## src/rtl/vga_scan_out_if.sv

```systemverilog
// vga_scan_out_if: pixel request/return path between the scan-out stage and the frame store.
`ifndef PIXEL_SIZE
`define PIXEL_SIZE 12
`endif

interface vga_scan_out_if #(parameter int PIXEL_SIZE = `PIXEL_SIZE);
  logic [PIXEL_SIZE-1:0] pix_in;
  logic [10:0] x_req;
  logic [9:0] y_req;
  logic req_valid;
  modport master (output x_req, y_req, req_valid, input pix_in);
  modport slave (input x_req, y_req, req_valid, output pix_in);
endinterface

```

## src/rtl/vga_scan_out.sv

```systemverilog
// vga_scan_out: VGA timing generator that fetches pixels from the frame store and drives aligned sync/de/rgb pins.
`ifndef PIXEL_SIZE
`define PIXEL_SIZE 12
`endif

module vga_scan_out #(
  parameter int H_ACTIVE = 640,
  parameter int H_FP = 16,
  parameter int H_SYNC = 96,
  parameter int H_BP = 48,
  parameter int V_ACTIVE = 480,
  parameter int V_FP = 10,
  parameter int V_SYNC = 2,
  parameter int V_BP = 33,
  parameter int PIXEL_SIZE = `PIXEL_SIZE,
  parameter int CLK_DIV = 2,
  parameter int FETCH_LAT = 1,
  parameter bit SYNC_POL = 1'b0
) (
  input logic clk,
  input logic resetn,
  vga_scan_out_if.master fs,
  output logic hsync,
  output logic vsync,
  output logic de,
  output logic [PIXEL_SIZE-1:0] rgb,
  output logic line_start,
  output logic frame_start
);
  localparam int H_TOTAL = H_ACTIVE + H_FP + H_SYNC + H_BP;
  localparam int V_TOTAL = V_ACTIVE + V_FP + V_SYNC + V_BP;
  localparam int DW = CLK_DIV > 1 ? $clog2(CLK_DIV) : 1;
  logic [DW-1:0] div_cnt;
  logic [10:0] h_cnt;
  logic [9:0] v_cnt;
  logic tick, h_last, v_last, active, hs_raw, vs_raw;
  logic [FETCH_LAT-1:0] act_d, hs_d, vs_d;
  assign tick = div_cnt == DW'(CLK_DIV - 1);
  assign h_last = h_cnt == 11'(H_TOTAL - 1);
  assign v_last = v_cnt == 10'(V_TOTAL - 1);
  assign active = h_cnt < 11'(H_ACTIVE) && v_cnt < 10'(V_ACTIVE);
  assign hs_raw = h_cnt >= 11'(H_ACTIVE + H_FP) && h_cnt < 11'(H_ACTIVE + H_FP + H_SYNC);
  assign vs_raw = v_cnt >= 10'(V_ACTIVE + V_FP) && v_cnt < 10'(V_ACTIVE + V_FP + V_SYNC);
  // Strobes are gated by resetn so a CLK_DIV=1 tick cannot leak out while held in reset.
  assign line_start = resetn && tick && h_cnt == '0;
  assign frame_start = line_start && v_cnt == '0;
  always_ff @(posedge clk or negedge resetn)
    if (!resetn) begin
      div_cnt <= '0;
      h_cnt <= '0;
      v_cnt <= '0;
    end else begin
      div_cnt <= tick ? '0 : div_cnt + 1'b1;
      if (tick) begin
        h_cnt <= h_last ? '0 : h_cnt + 1'b1;
        if (h_last) v_cnt <= v_last ? '0 : v_cnt + 1'b1;
      end
    end
  // Region flags ride a FETCH_LAT-deep delay line so sync/de stay aligned with returned pixels.
  always_ff @(posedge clk or negedge resetn)
    if (!resetn) begin
      fs.x_req <= '0;
      fs.y_req <= '0;
      fs.req_valid <= 1'b0;
      act_d <= '0;
      hs_d <= '0;
      vs_d <= '0;
      de <= 1'b0;
      rgb <= '0;
      hsync <= ~SYNC_POL;
      vsync <= ~SYNC_POL;
    end else if (tick) begin
      fs.req_valid <= active;
      if (active) begin
        fs.x_req <= h_cnt;
        fs.y_req <= v_cnt;
      end
      act_d <= FETCH_LAT'({act_d, active});
      hs_d <= FETCH_LAT'({hs_d, hs_raw});
      vs_d <= FETCH_LAT'({vs_d, vs_raw});
      de <= act_d[FETCH_LAT-1];
      rgb <= act_d[FETCH_LAT-1] ? fs.pix_in : '0;
      hsync <= hs_d[FETCH_LAT-1] ~^ SYNC_POL;
      vsync <= vs_d[FETCH_LAT-1] ~^ SYNC_POL;
    end
endmodule

```

## src/flat_wrapper.sv

```systemverilog
// flat-port wrapper written by rule: the top's interface ports become plain ports
module vga_scan_out_flat 
#(
  parameter int H_ACTIVE = 640,
  parameter int H_FP = 16,
  parameter int H_SYNC = 96,
  parameter int H_BP = 48,
  parameter int V_ACTIVE = 480,
  parameter int V_FP = 10,
  parameter int V_SYNC = 2,
  parameter int V_BP = 33,
  parameter int PIXEL_SIZE = `PIXEL_SIZE,
  parameter int CLK_DIV = 2,
  parameter int FETCH_LAT = 1,
  parameter bit SYNC_POL = 1'b0
)
  (clk, resetn, hsync, vsync, de, rgb, line_start, frame_start, fs_x_req, fs_y_req, fs_req_valid, fs_pix_in);
  vga_scan_out_if #(.PIXEL_SIZE(PIXEL_SIZE)) fs_i ();
  input logic clk;
  input logic resetn;
  output logic hsync;
  output logic vsync;
  output logic de;
  output logic [PIXEL_SIZE-1:0] rgb;
  output logic line_start;
  output logic frame_start;
  output wire logic [$bits(fs_i.x_req)-1:0] fs_x_req;
  output wire logic [$bits(fs_i.y_req)-1:0] fs_y_req;
  output wire logic [$bits(fs_i.req_valid)-1:0] fs_req_valid;
  input wire logic [$bits(fs_i.pix_in)-1:0] fs_pix_in;
  assign fs_x_req = fs_i.x_req;
  assign fs_y_req = fs_i.y_req;
  assign fs_req_valid = fs_i.req_valid;
  assign fs_i.pix_in = fs_pix_in;
  vga_scan_out #(.H_ACTIVE(H_ACTIVE), .H_FP(H_FP), .H_SYNC(H_SYNC), .H_BP(H_BP), .V_ACTIVE(V_ACTIVE), .V_FP(V_FP), .V_SYNC(V_SYNC), .V_BP(V_BP), .PIXEL_SIZE(PIXEL_SIZE), .CLK_DIV(CLK_DIV), .FETCH_LAT(FETCH_LAT), .SYNC_POL(SYNC_POL)) u_core (.clk(clk), .resetn(resetn), .fs(fs_i), .hsync(hsync), .vsync(vsync), .de(de), .rgb(rgb), .line_start(line_start), .frame_start(frame_start));
endmodule
```

## config.mk

```make
export PLATFORM = sky130hd
export DESIGN_NAME = vga_scan_out_flat
export DESIGN_NICKNAME = d
export VERILOG_FILES = /design/src/rtl/vga_scan_out_if.sv /design/src/rtl/vga_scan_out.sv /design/src/flat_wrapper.sv
export SDC_FILE = /design/constraint.sdc
export NUM_CORES = 1
export LEC_CHECK = 0
export BUFFER_PORTS_ARGS = -buffer_cell sky130_fd_sc_hd__buf_4
export CAP_MARGIN = 30
export CORE_MARGIN = 2
export CORE_UTILIZATION = 49
export DETAILED_ROUTE_END_ITERATION = 6
export GPL_TIMING_DRIVEN = 0
export PLACE_DENSITY = 0.77
export SLEW_MARGIN = 10
export SYNTH_ARGS = -nofsm -noshare
export SYNTH_HDL_FRONTEND = slang
export SYNTH_SLANG_ARGS = --single-unit
```

## constraint.sdc

```tcl
create_clock -name clk -period 1.8 [get_ports clk]
set_input_delay 0.18 -clock clk [delete_from_list [all_inputs] [get_ports clk]]
set_output_delay 0.18 -clock clk [all_outputs]
set_load 0.05 [all_outputs]
```

==> run_results.csv, run 1 <==
group,metric,value,unit
pwr,switching_share,22.6,%
cts,clk_path_buf_depth,2,
sta,maxSlewHeadroom,52.2,%
finish,final_cells,413,
pwr,peakVddDrop,0.502,mV
cts,clockRootBuffer,"clkbuf_8",
die,ioPinCount,53,
grt,grtUsageTotal,20.2,%
cts,clkTransAtPathRegs,0.07,ns
critical_path,startpoint_type,"flop",
routing,wl_per_cell,14.5,µm
critical_path,path_depth,5,
finish,antenna_cells,0,
sta,rsz0062_at_grt,"true",
die,dieArea,6110,µm²
critical_path,cp_top_family,"simple AND/OR/NAND/NOR gates",
pwr,seq_power_share,52.1,%
pwr,p_int,2.07,mW
sta,skew,0.00859,ns
yosys,syn_area_per_cell,10.9,µm²
sta,maxSlewViolCount,0,
cts,cts_tree,"built",
grt,antenna_found_initial,0,
pwr,power.switching,603,µW
placement,gp_congestion,0.820,
die,start_util,49.9,%
sta,fmax,518,MHz
yosys,netlist.area_leader.share,54.7,%
sta,holdWs,-0.106,ns
yosys,synth_seq_cells,61,
pwr,total_power,2.67,mW
grt,grt_pass1_wl,9790,µm
die,die_w,78.2,µm
yosys,synth_top_cells_by_area,"dfrtp_1, mux2_2, o21ai_0",
pwr,share_comb_of_total_power,5.3,%
grt,grt_pass1_vias,2153,
routing,viasPerCell,5.25,
placement,place_ws,-0.270,ns
routing,firstDrtPassIters,4,
critical_path,crit_arrival,2.14,ns
critical_path,slowest_delay,0.56,ns
hold_path,hold_class,"input port to asynchronous set/reset pin",
sta,finalHoldViolCount,53,
yosys,ys_seq_area_share,56.7,%
cts,htreeDepth,3,
sta,period_share,107,%
placement,placed_cells,371,
critical_path,cp.required,2.01,ns
yosys,synth_top_cell_by_area,"dfrtp_1",
placement,io_buffers,52,
sta,worstMarginPinSlew,0.717,ns
pwr,powerDensity,721,nW/µm²
critical_path,critPathKind,"flop to flop",
run,drv_cap,0,
sta,worst_slack,-0.132,ns
outcome,outcome,"finished, violations left",
outcome,violations,"negative hold slack, negative setup slack",
critical_path,reg2regPathDepth,5,
pwr,clockPowerShare,42.6,%
die,core-area,5410,µm²
finish,num-fill-cells,411,
placement,hpwlAfterDp,3790,µm
cts,clkSinkCount,61,
yosys,synth_cells,247,
critical_path,crit_path_cell_trace,"or4b_4, nor4_4, buf_6, nand4_1, xnor2_1",
routing,antenna_left,0,
critical_path,end_kind,"flop",
grt,overflow,0,
yosys,synth.net_count,265,
critical_path,critPathMaxFanout,7,
yosys,ys_warn_count,0,
pwr,leakage,1.80,nW
critical_path,crit_buf_inv,1,
routing,vias,2168,
critical_path,cp_slowest_cell,"or4b_4",
die,fp-row-count,27,
yosys,synthDistinctLibCells,37,
cts,clock_insertion_delay_worst_skew,0.32,ns
routing,routed_wl,5990,µm
grt,grt_max_degree,63,
sta,layout_min_cycle_time,1.93,ns
routing,drc,0,
cts,cts_made_buffers,9,
finish,final_layout_size_suffix_gt1_share,42.2,%
finish,finalNetCount,354,
routing,drt_first_iter_violations,105,
yosys,netlist_area,2700,µm²
die,fp.dieH,78.2,µm
sta,setup_viol,7,
finish,area_growth,37.4,%
## final timing paths
kind / start / endpoint / slack (ns)
setup / recovery: u_core.h_cnt[5]$_DFFE_PN0P_ / u_core.v_cnt[6]$_DFFE_PN0P_ / -0.13
hold / removal: resetn / u_core.fs.x_req[6]$_DFFE_PN0P_ / -0.11
setup reg to reg: u_core.h_cnt[5]$_DFFE_PN0P_ / u_core.v_cnt[6]$_DFFE_PN0P_ / -0.13
hold reg to reg: u_core.vs_d$_DFFE_PN0P_ / u_core.vsync$_DFFE_PN1P_ / 0.42
max in group asynchronous: resetn / u_core.h_cnt[6]$_DFFE_PN0P_ / 0.76
min in group clk: fs_pix_in[4] / u_core.rgb[4]$_DFFE_PN0P_ / 0.09
## power groups by stage
stage / Combinational (mW) / Clock (mW) / Sequential [mW]
global placement: 0.139 / 0 / 1.42
detailed placement: 0.141 / 0 / 1.42
CTS: 0.142 / 1.16 / 1.39
finish: 0.141 / 1.14 / 1.39
floorplan: 0.0161 / 0 / 1.47
global route: 0.154 / 1.24 / 1.39
## per-stage QoR
step,utilization [%],area [µm²],setup TNS [ns]
after floorplan,-,2730,-0.187
after global placement,59.4,3210,-1.25
after detailed placement,59.4,3210,-1.53
after CTS,66.4,3590,-0.258
after global routing,68.6,3710,-1.13
final,68.6,3710,-0.603
## synth_stat cells
cell and instances:
a21oi_1 4, a31oi_1 1, a32oi_1 1, and2_1 2
and3_1 6, and4_1 1, and4b_1 1, buf_1 2
buf_2 4, buf_6 1, clkbuf_1 3, dfrtp_1 59
dfstp_2 2, ha_1 4, inv_1 25, mux2_2 22
mux2i_1 2, nand2_1 18, nand3_1 21, nand4_1 6
nor2_1 8, nor2b_1 1, nor3_1 5, nor3_2 1
nor3b_1 1, nor4_1 2, nor4_4 1, o211ai_1 1
o21ai_0 23, o21bai_1 1, o22ai_1 2, o31a_1 1
o41ai_1 1, or3_1 3, or4b_4 1, xnor2_1 4
xor2_1 6
## metal layers
| layer | wire, µm | part of all wire [%] | track usage (%) |
|---|---|---|---|
| met3 | 309 | 5.2 | 4.02 |
| met4 | 87 | 1.5 | 8.42 |
| met1 | 2590 | 43 | 25.7 |
| met2 | 3010 | 50 | 33.9 |
| met5 | 0 | 0 | 0 |
## state kept, by name (all words and copies together), names as in the netlist, 10 cells and up
signal           count
u_core.fs.x_req     11
u_core.fs.y_req     10
u_core.h_cnt        11
u_core.rgb          12
u_core.v_cnt        10
## final cells by class
cell class                 count  area, µm²  area share [%]
sequential                    61       1540            41.5
multi-input combinational    151       1120            30.4
timing repair buffer          80        633            17.1
clock buffer                  12        135            3.65
inverter                      25       93.8            2.53
tap                           72       90.1            2.43
clock inverter                 4       50.0            1.35
buffer                         8       41.3            1.11
## cells in the final DEF, fill, tap and decap left out, types with 3 or more instances in the layout
cell type  count
xor2_1         6
nor2_1         7
buf_6          5
inv_1         23
clkbuf_1       6
and3_1         5
nor3_1         5
nand2_1       16
nand4_1        6
mux2_2        22
dfrtp_2        7
or3_1          3
dfrtp_1       52
nand3_1       19
clkbuf_8       9
buf_4         73
xnor2_1        4
o21ai_0       21
## cells by family after synthesis
logic type / count (synthesis) / synth area share, %
AO/OA/AOI/OAI: 35 / 7.24
multiplexers: 24 / 9.93
flip-flops: 61 / 56.7
adder cells (fa/ha/maj): 4 / 1.86
XOR/XNOR: 10 / 3.25
AND/OR/NAND/NOR: 78 / 15.7
buffers and inverters: 35 / 5.33
## timing repair
action                     in CTS  in global routing
gates resized for setup        16                 18
pin swaps                      11                 12
hold endpoints to repair       59                  6
buffers inserted               19                  8
setup endpoints to repair      12                 13
(Power assumes the default switching activity.)
==> inputs of run 2 (changes only) <==
--- a/config.mk
+++ b/config.mk
@@ -9,6 +9,7 @@
 export CAP_MARGIN = 30
 export CORE_MARGIN = 2
 export CORE_UTILIZATION = 49
+export CTS_BUF_LIST = sky130_fd_sc_hd__clkbuf_16
 export DETAILED_ROUTE_END_ITERATION = 6
 export GPL_TIMING_DRIVEN = 0
 export PLACE_DENSITY = 0.77
==> run_results.csv, run 2 (same netlist as run 1, synthesis figures left out) <==
group,metric,value,unit
finish,postLayoutCellArea,3760,µm²
placement,gp_congestion,0.820,
finish,max_flop_register,"u_core.rgb",
grt,grt_max_degree,63,
finish,area_growth,39.5,%
sta,finalHoldViolCount,58,
sta,worstMarginPinSlew,0.771,ns
finish,finalNetCount,353,
routing,wl_per_cell,14.7,µm
sta,rsz0062_at_grt,"true",
sta,layout_min_cycle_time,1.94,ns
outcome,violations,"negative hold slack, negative setup slack",
finish,top_regs,"u_core.rgb (12), u_core.fs.x_req (11), u_core.h_cnt (11)",
sta,fmax,516,MHz
grt,grtUsageTotal,20.8,%
die,ioPinCount,53,
die,fp.dieH,78.2,µm
die,fp-row-count,27,
critical_path,critPathKind,"flop to flop",
finish,layout_commonest_cell,"buf_4",
routing,firstDrtPassIters,4,
placement,io_buffers,52,
cts,cts_made_buffers,9,
cts,cts_tree,"built",
sta,period_share,108,%
finish,mostFrequentLayoutCells,"buf_4, dfrtp_1, inv_1",
placement,dpl_cell_area,3210,µm²
sta,maxSlewHeadroom,48.6,%
grt,grt_pass1_vias,2184,
finish,antenna_cells,0,
pwr,powerDensity,834,nW/µm²
critical_path,cp.required,2.00,ns
finish,final_core_util,69.6,%
sta,setup_viol,7,
critical_path,startpoint_type,"flop",
cts,clockRootBuffer,"clkbuf_16",
sta,worst_slack,-0.139,ns
placement,hpwlAfterDp,3790,µm
sta,skew,0.00804,ns
cts,clkTransAtPathRegs,0.05,ns
critical_path,critPathMaxFanout,7,
hold_path,hold_class,"input port to asynchronous set/reset pin",
outcome,outcome,"finished, violations left",
cts,clock_insertion_delay_worst_skew,0.32,ns
cts,clkSinkCount,61,
pwr,leakage,1.85,nW
routing,drt_first_iter_violations,127,
run,drv_cap,0,
finish,largest_reg_flops,12,
die,dieArea,6110,µm²
sta,maxSlewViolCount,0,
routing,routed_wl,6070,µm
critical_path,crit_arrival,2.14,ns
finish,multi_input_area,1100,µm²
critical_path,end_kind,"flop",
routing,drc,0,
placement,placed_cells,371,
critical_path,reg2regPathDepth,5,
pwr,peakVddDrop,0.568,mV
finish,final_layout_size_suffix_gt1_share,41.2,%
routing,vias,2180,
die,core-area,5410,µm²
grt,overflow,0,
die,start_util,49.9,%
finish,seqCellArea,1540,µm²
finish,final_cells,412,
die,die_w,78.2,µm
routing,antenna_left,0,
finish,num-fill-cells,399,
grt,antenna_found_initial,0,
sta,holdWs,-0.0599,ns
routing,viasPerCell,5.29,
cts,clk_path_buf_depth,2,
grt,grt_pass1_wl,9980,µm
cts,htreeDepth,3,
-- run 2: layout make-up --
| class | count | share of cell area (%) |
|---|---|---|
| Clock buffer | 9 | 5.99 |
| Tap cell | 72 | 2.39 |
| Clock inverter | 7 | 1.63 |
| Inverter | 25 | 2.49 |
| Buffer | 8 | 1.10 |
| Multi-Input combinational cell | 151 | 29.2 |
| Sequential cell | 61 | 40.9 |
| Timing Repair Buffer | 79 | 16.3 |
-- run 2: power by group --
| part | switching (mW) | leakage, nW | total [mW] | internal, mW |
|---|---|---|---|---|
| sequential | 0.00711 | 0.762 | 1.39 | 1.39 |
| clock | 0.552 | 0.145 | 1.60 | 1.05 |
| combinational | 0.0960 | 0.941 | 0.142 | 0.0458 |
| total | 0.655 | 1.85 | 3.14 | 2.48 |
-- run 2: repair_timing --
item,in CTS,in global routing
setup endpoints to repair,12,8
resized for setup,17,8
buffers inserted,19,7
pin swaps,11,8
endpoints found under the hold margin,59,1
-- run 2: routing by layer --
| layer | vias to the layer above | wire length, µm | global-route usage [%] |
|---|---|---|---|
| li1 | 1031 | - | - |
| met1 | 1061 | 2560 | 25.8 |
| met2 | 79 | 3060 | 35.2 |
| met3 | 9 | 389 | 4.25 |
| met4 | 0 | 56 | 9.65 |
| met5 | - | 0 | 0 |
-- run 2: path summary, 6_finish.rpt --
kind                                              from                         endpoint  slack (ns)
max                        u_core.h_cnt[6]$_DFFE_PN0P_      u_core.v_cnt[8]$_DFFE_PN0P_       -0.14
min                                             resetn  u_core.fs.x_req[10]$_DFFE_PN0P_       -0.06
max reg2reg                u_core.h_cnt[6]$_DFFE_PN0P_      u_core.v_cnt[8]$_DFFE_PN0P_       -0.14
min reg2reg                    u_core.vs_d$_DFFE_PN0P_         u_core.vsync$_DFFE_PN1P_        0.42
max in group asynchronous                       resetn   u_core.fs.y_req[9]$_DFFE_PN0P_        0.92
min in group clk                          fs_pix_in[2]        u_core.rgb[2]$_DFFE_PN0P_        0.10
-- run 2: worst max-delay path, cell delays in order (launching register included) --
cell and delay (ns):
dfrtp_2 0.44, or4b_4 0.56, nor4_4 0.36, buf_6 0.18, nand4_1 0.11, xnor2_1 0.16
-- run 2: metrics by stage --
stage | hold slack, ns | total power, mW | TNS (ns) | setup WS (ns)
finish | -0.0599 | 3.14 | -0.540 | -0.139
global route | 0.00243 | 3.25 | -0.902 | -0.194
CTS | -0.0309 | 3.17 | -0.240 | -0.0965
detailed placement | 0.301 | 1.56 | -1.53 | -0.270
global placement | 0.299 | 1.56 | -1.25 | -0.263
floorplan | -0.116 | 1.48 | -0.187 | -0.187
==> inputs of run 3 (changes only) <==
--- a/config.mk
+++ b/config.mk
@@ -5,13 +5,12 @@
 export SDC_FILE = /design/constraint.sdc
 export NUM_CORES = 1
 export LEC_CHECK = 0
+export ABC_AREA = 1
 export BUFFER_PORTS_ARGS = -buffer_cell sky130_fd_sc_hd__buf_4
 export CAP_MARGIN = 30
-export CORE_MARGIN = 2
 export CORE_UTILIZATION = 49
 export CTS_BUF_LIST = sky130_fd_sc_hd__clkbuf_16
 export DETAILED_ROUTE_END_ITERATION = 6
-export GPL_TIMING_DRIVEN = 0
 export PLACE_DENSITY = 0.77
 export SLEW_MARGIN = 10
 export SYNTH_ARGS = -nofsm -noshare
==> run_results.csv, run 3 <==
group,metric,value,unit
cts,clkTransAtPathRegs,0.05,ns
routing,wl_per_cell,12.6,µm
grt,grt_pass1_vias,2238,
finish,multi_input_area,1100,µm²
routing,firstDrtPassIters,4,
yosys,synthArstFlopShare,100,%
finish,top_regs,"u_core.rgb (12), u_core.fs.x_req (11), u_core.h_cnt (11)",
critical_path,cp.required,1.62,ns
grt,grt_max_degree,62,
routing,viasPerCell,5.03,
die,die_w,77.6,µm
cts,cts_tree,"built",
cts,htreeDepth,3,
yosys,ys.flop_type,"dfrtp_1",
die,dieArea,6030,µm²
finish,area_growth,28.4,%
yosys,synth_top_cells_by_area,"dfrtp_1, nand2_1, nand3_1",
finish,num-fill-cells,459,
sta,setup_viol,0,
placement,io_buffers,52,
critical_path,crit_arrival,1.62,ns
sta,period_share,99.9,%
yosys,ys_warn_count,0,
grt,grtUsageTotal,22.0,%
hold_path,hold_class,"input port to asynchronous set/reset pin",
cts,cts_made_buffers,9,
critical_path,startpoint_type,"flop",
yosys,yosysMostFrequentCell,"nand2_1",
die,fp-row-count,27,
routing,drc,0,
yosys,netlist_area,2800,µm²
die,start_util,50.9,%
pwr,leakage,1.80,nW
finish,largest_reg_flops,12,
yosys,synth.net_count,341,
finish,final_layout_size_suffix_gt1_share,26.5,%
cts,hold_buffers,0,
yosys,synth_common_cells,"nand2_1, dfrtp_1, inv_1",
sta,worstMarginPinSlew,0.735,ns
yosys,synth_edf_count,0,
sta,maxSlewHeadroom,51.0,%
sta,rsz0062_at_grt,"true",
run,drv_cap,0,
finish,seqCellArea,1530,µm²
finish,postLayoutCellArea,3600,µm²
die,fp.dieH,77.6,µm
sta,maxSlewViolCount,0,
die,core-area,5510,µm²
pwr,peakVddDrop,0.488,mV
routing,drt_first_iter_violations,238,
critical_path,slowest_delay,0.44,ns
yosys,synthDistinctLibCells,28,
finish,finalNetCount,407,
sta,skew,0.00410,ns
routing,routed_wl,5860,µm
pwr,total_power,2.95,mW
yosys,netlist.area_leader.share,52.7,%
critical_path,r2r_setup_slack,0.16,ns
yosys,synth_top_cell_by_area,"dfrtp_1",
yosys,syn_area_per_cell,8.68,µm²
finish,max_flop_register,"u_core.rgb",
cts,clk_path_buf_depth,2,
grt,overflow,0,
critical_path,critPathMaxFanout,5,
critical_path,crit_path_cell_trace,"inv_2, nand4_1, nor2_1, nand2_1, nor3_2, buf_6",
outcome,outcome,"finished, final reports clean",
finish,layout_commonest_cell,"nand2_1",
yosys,synth_cells,323,
grt,antenna_found_initial,0,
sta,fmax,556,MHz
placement,dpl_cell_area,3260,µm²
cts,clkSinkCount,61,
die,ioPinCount,53,
routing,vias,2338,
routing,antenna_left,0,
grt,grt_pass1_wl,10100,µm
sta,layout_min_cycle_time,1.80,ns
critical_path,cp_slowest_cell,"dfrtp_1",
placement,gp_congestion,0.886,
critical_path,critPathKind,"flop to output port",
finish,antenna_cells,0,
critical_path,end_kind,"output port",
pwr,powerDensity,820,nW/µm²
yosys,synth_seq_cells,61,
yosys,ys_seq_area_share,54.6,%
sta,finalHoldViolCount,0,
finish,mostFrequentLayoutCells,"nand2_1, buf_4, dfrtp_1",
cts,clock_insertion_delay_worst_skew,0.32,ns
cts,clockRootBuffer,"clkbuf_16",
finish,final_core_util,65.4,%
placement,hpwlAfterDp,4140,µm
run 3: cell type report:
cell class                      instances  share of cell area (%)
Inverter                               33                    3.44
Sequential cell                        61                    42.6
Multi-Input combinational cell        218                    30.7
Clock buffer                            9                    6.26
Timing Repair Buffer                   66                    13.9
Clock inverter                          6                   0.660
Tap cell                               72                    2.50
run 3: path summary, 6_finish.rpt:
| kind | startpoint | to | cells after the start |
|---|---|---|---|
| worst max-delay path | u_core.h_cnt[7]$_DFFE_PN0P_ | frame_start | 6 |
| worst min-delay path | resetn | u_core.fs.y_req[9]$_DFFE_PN0P_ | 2 |
| worst max register to register | u_core.h_cnt[0]$_DFFE_PN0P_ | u_core.v_cnt[6]$_DFFE_PN0P_ | 9 |
| worst min register to register | u_core.vs_d$_DFFE_PN0P_ | u_core.vsync$_DFFE_PN1P_ | 1 |
| max in group asynchronous | resetn | u_core.h_cnt[3]$_DFFE_PN0P_ | 2 |
| min in group clk | fs_pix_in[2] | u_core.rgb[2]$_DFFE_PN0P_ | 3 |
run 3: kinds of logic after synthesis:
logic type	Yosys count	share of synthesized area (%)
buffers and inverters	44	6.87
AOI/OAI and AO/OA	37	6.74
and+or+nand+nor	169	27.5
xor gates and xnor gates	8	2.50
DFF	61	54.6
adders and majority gates	4	1.79
run 3: through the flow:
step | std cells | TNS, ns | setup slack [ns] | hold WS [ns]
after CTS | 457 | 0 | 0.00396 | 0.0703
final | 465 | 0 | 0.00193 | 0.0421
after global placement | 442 | 0 | 0.312 | 0.403
after floorplan | 323 | 0 | 0.110 | -0.116
after detailed placement | 442 | 0 | 0.249 | 0.407
after global routing | 465 | -0.0312 | -0.0292 | 0.0905
run 3: power by group:
group	switching (mW)	internal, mW	total [mW]
combinational	0.0913	0.0434	0.135
sequential	0.00815	1.39	1.40
clock	0.531	0.891	1.42
total	0.630	2.32	2.95
run 3: layer usage:
layer  vias to the layer above  global-route usage [%]  share of wire (%)
met4                         0                    12.3                2.0
met2                        66                    33.4                 45
li1                       1182                       -                  -
met1                      1079                    28.7                 48
met5                         -                       0                  0
met3                        11                    5.53                5.3
run 3: timing repair:
action | CTS | global route
setup endpoints to repair | 1 | 1
gates resized for setup | 3 | 13
setup buffers | 0 | 8
pin swaps | 0 | 4
run 3: critical path, delay by kind of cell (launching register included):
| kind | cells | cell delay, ns |
|---|---|---|
| buffers and inverters | 2 | 0.29 |
| DFF | 1 | 0.44 |
| and+or+nand+nor | 4 | 0.58 |
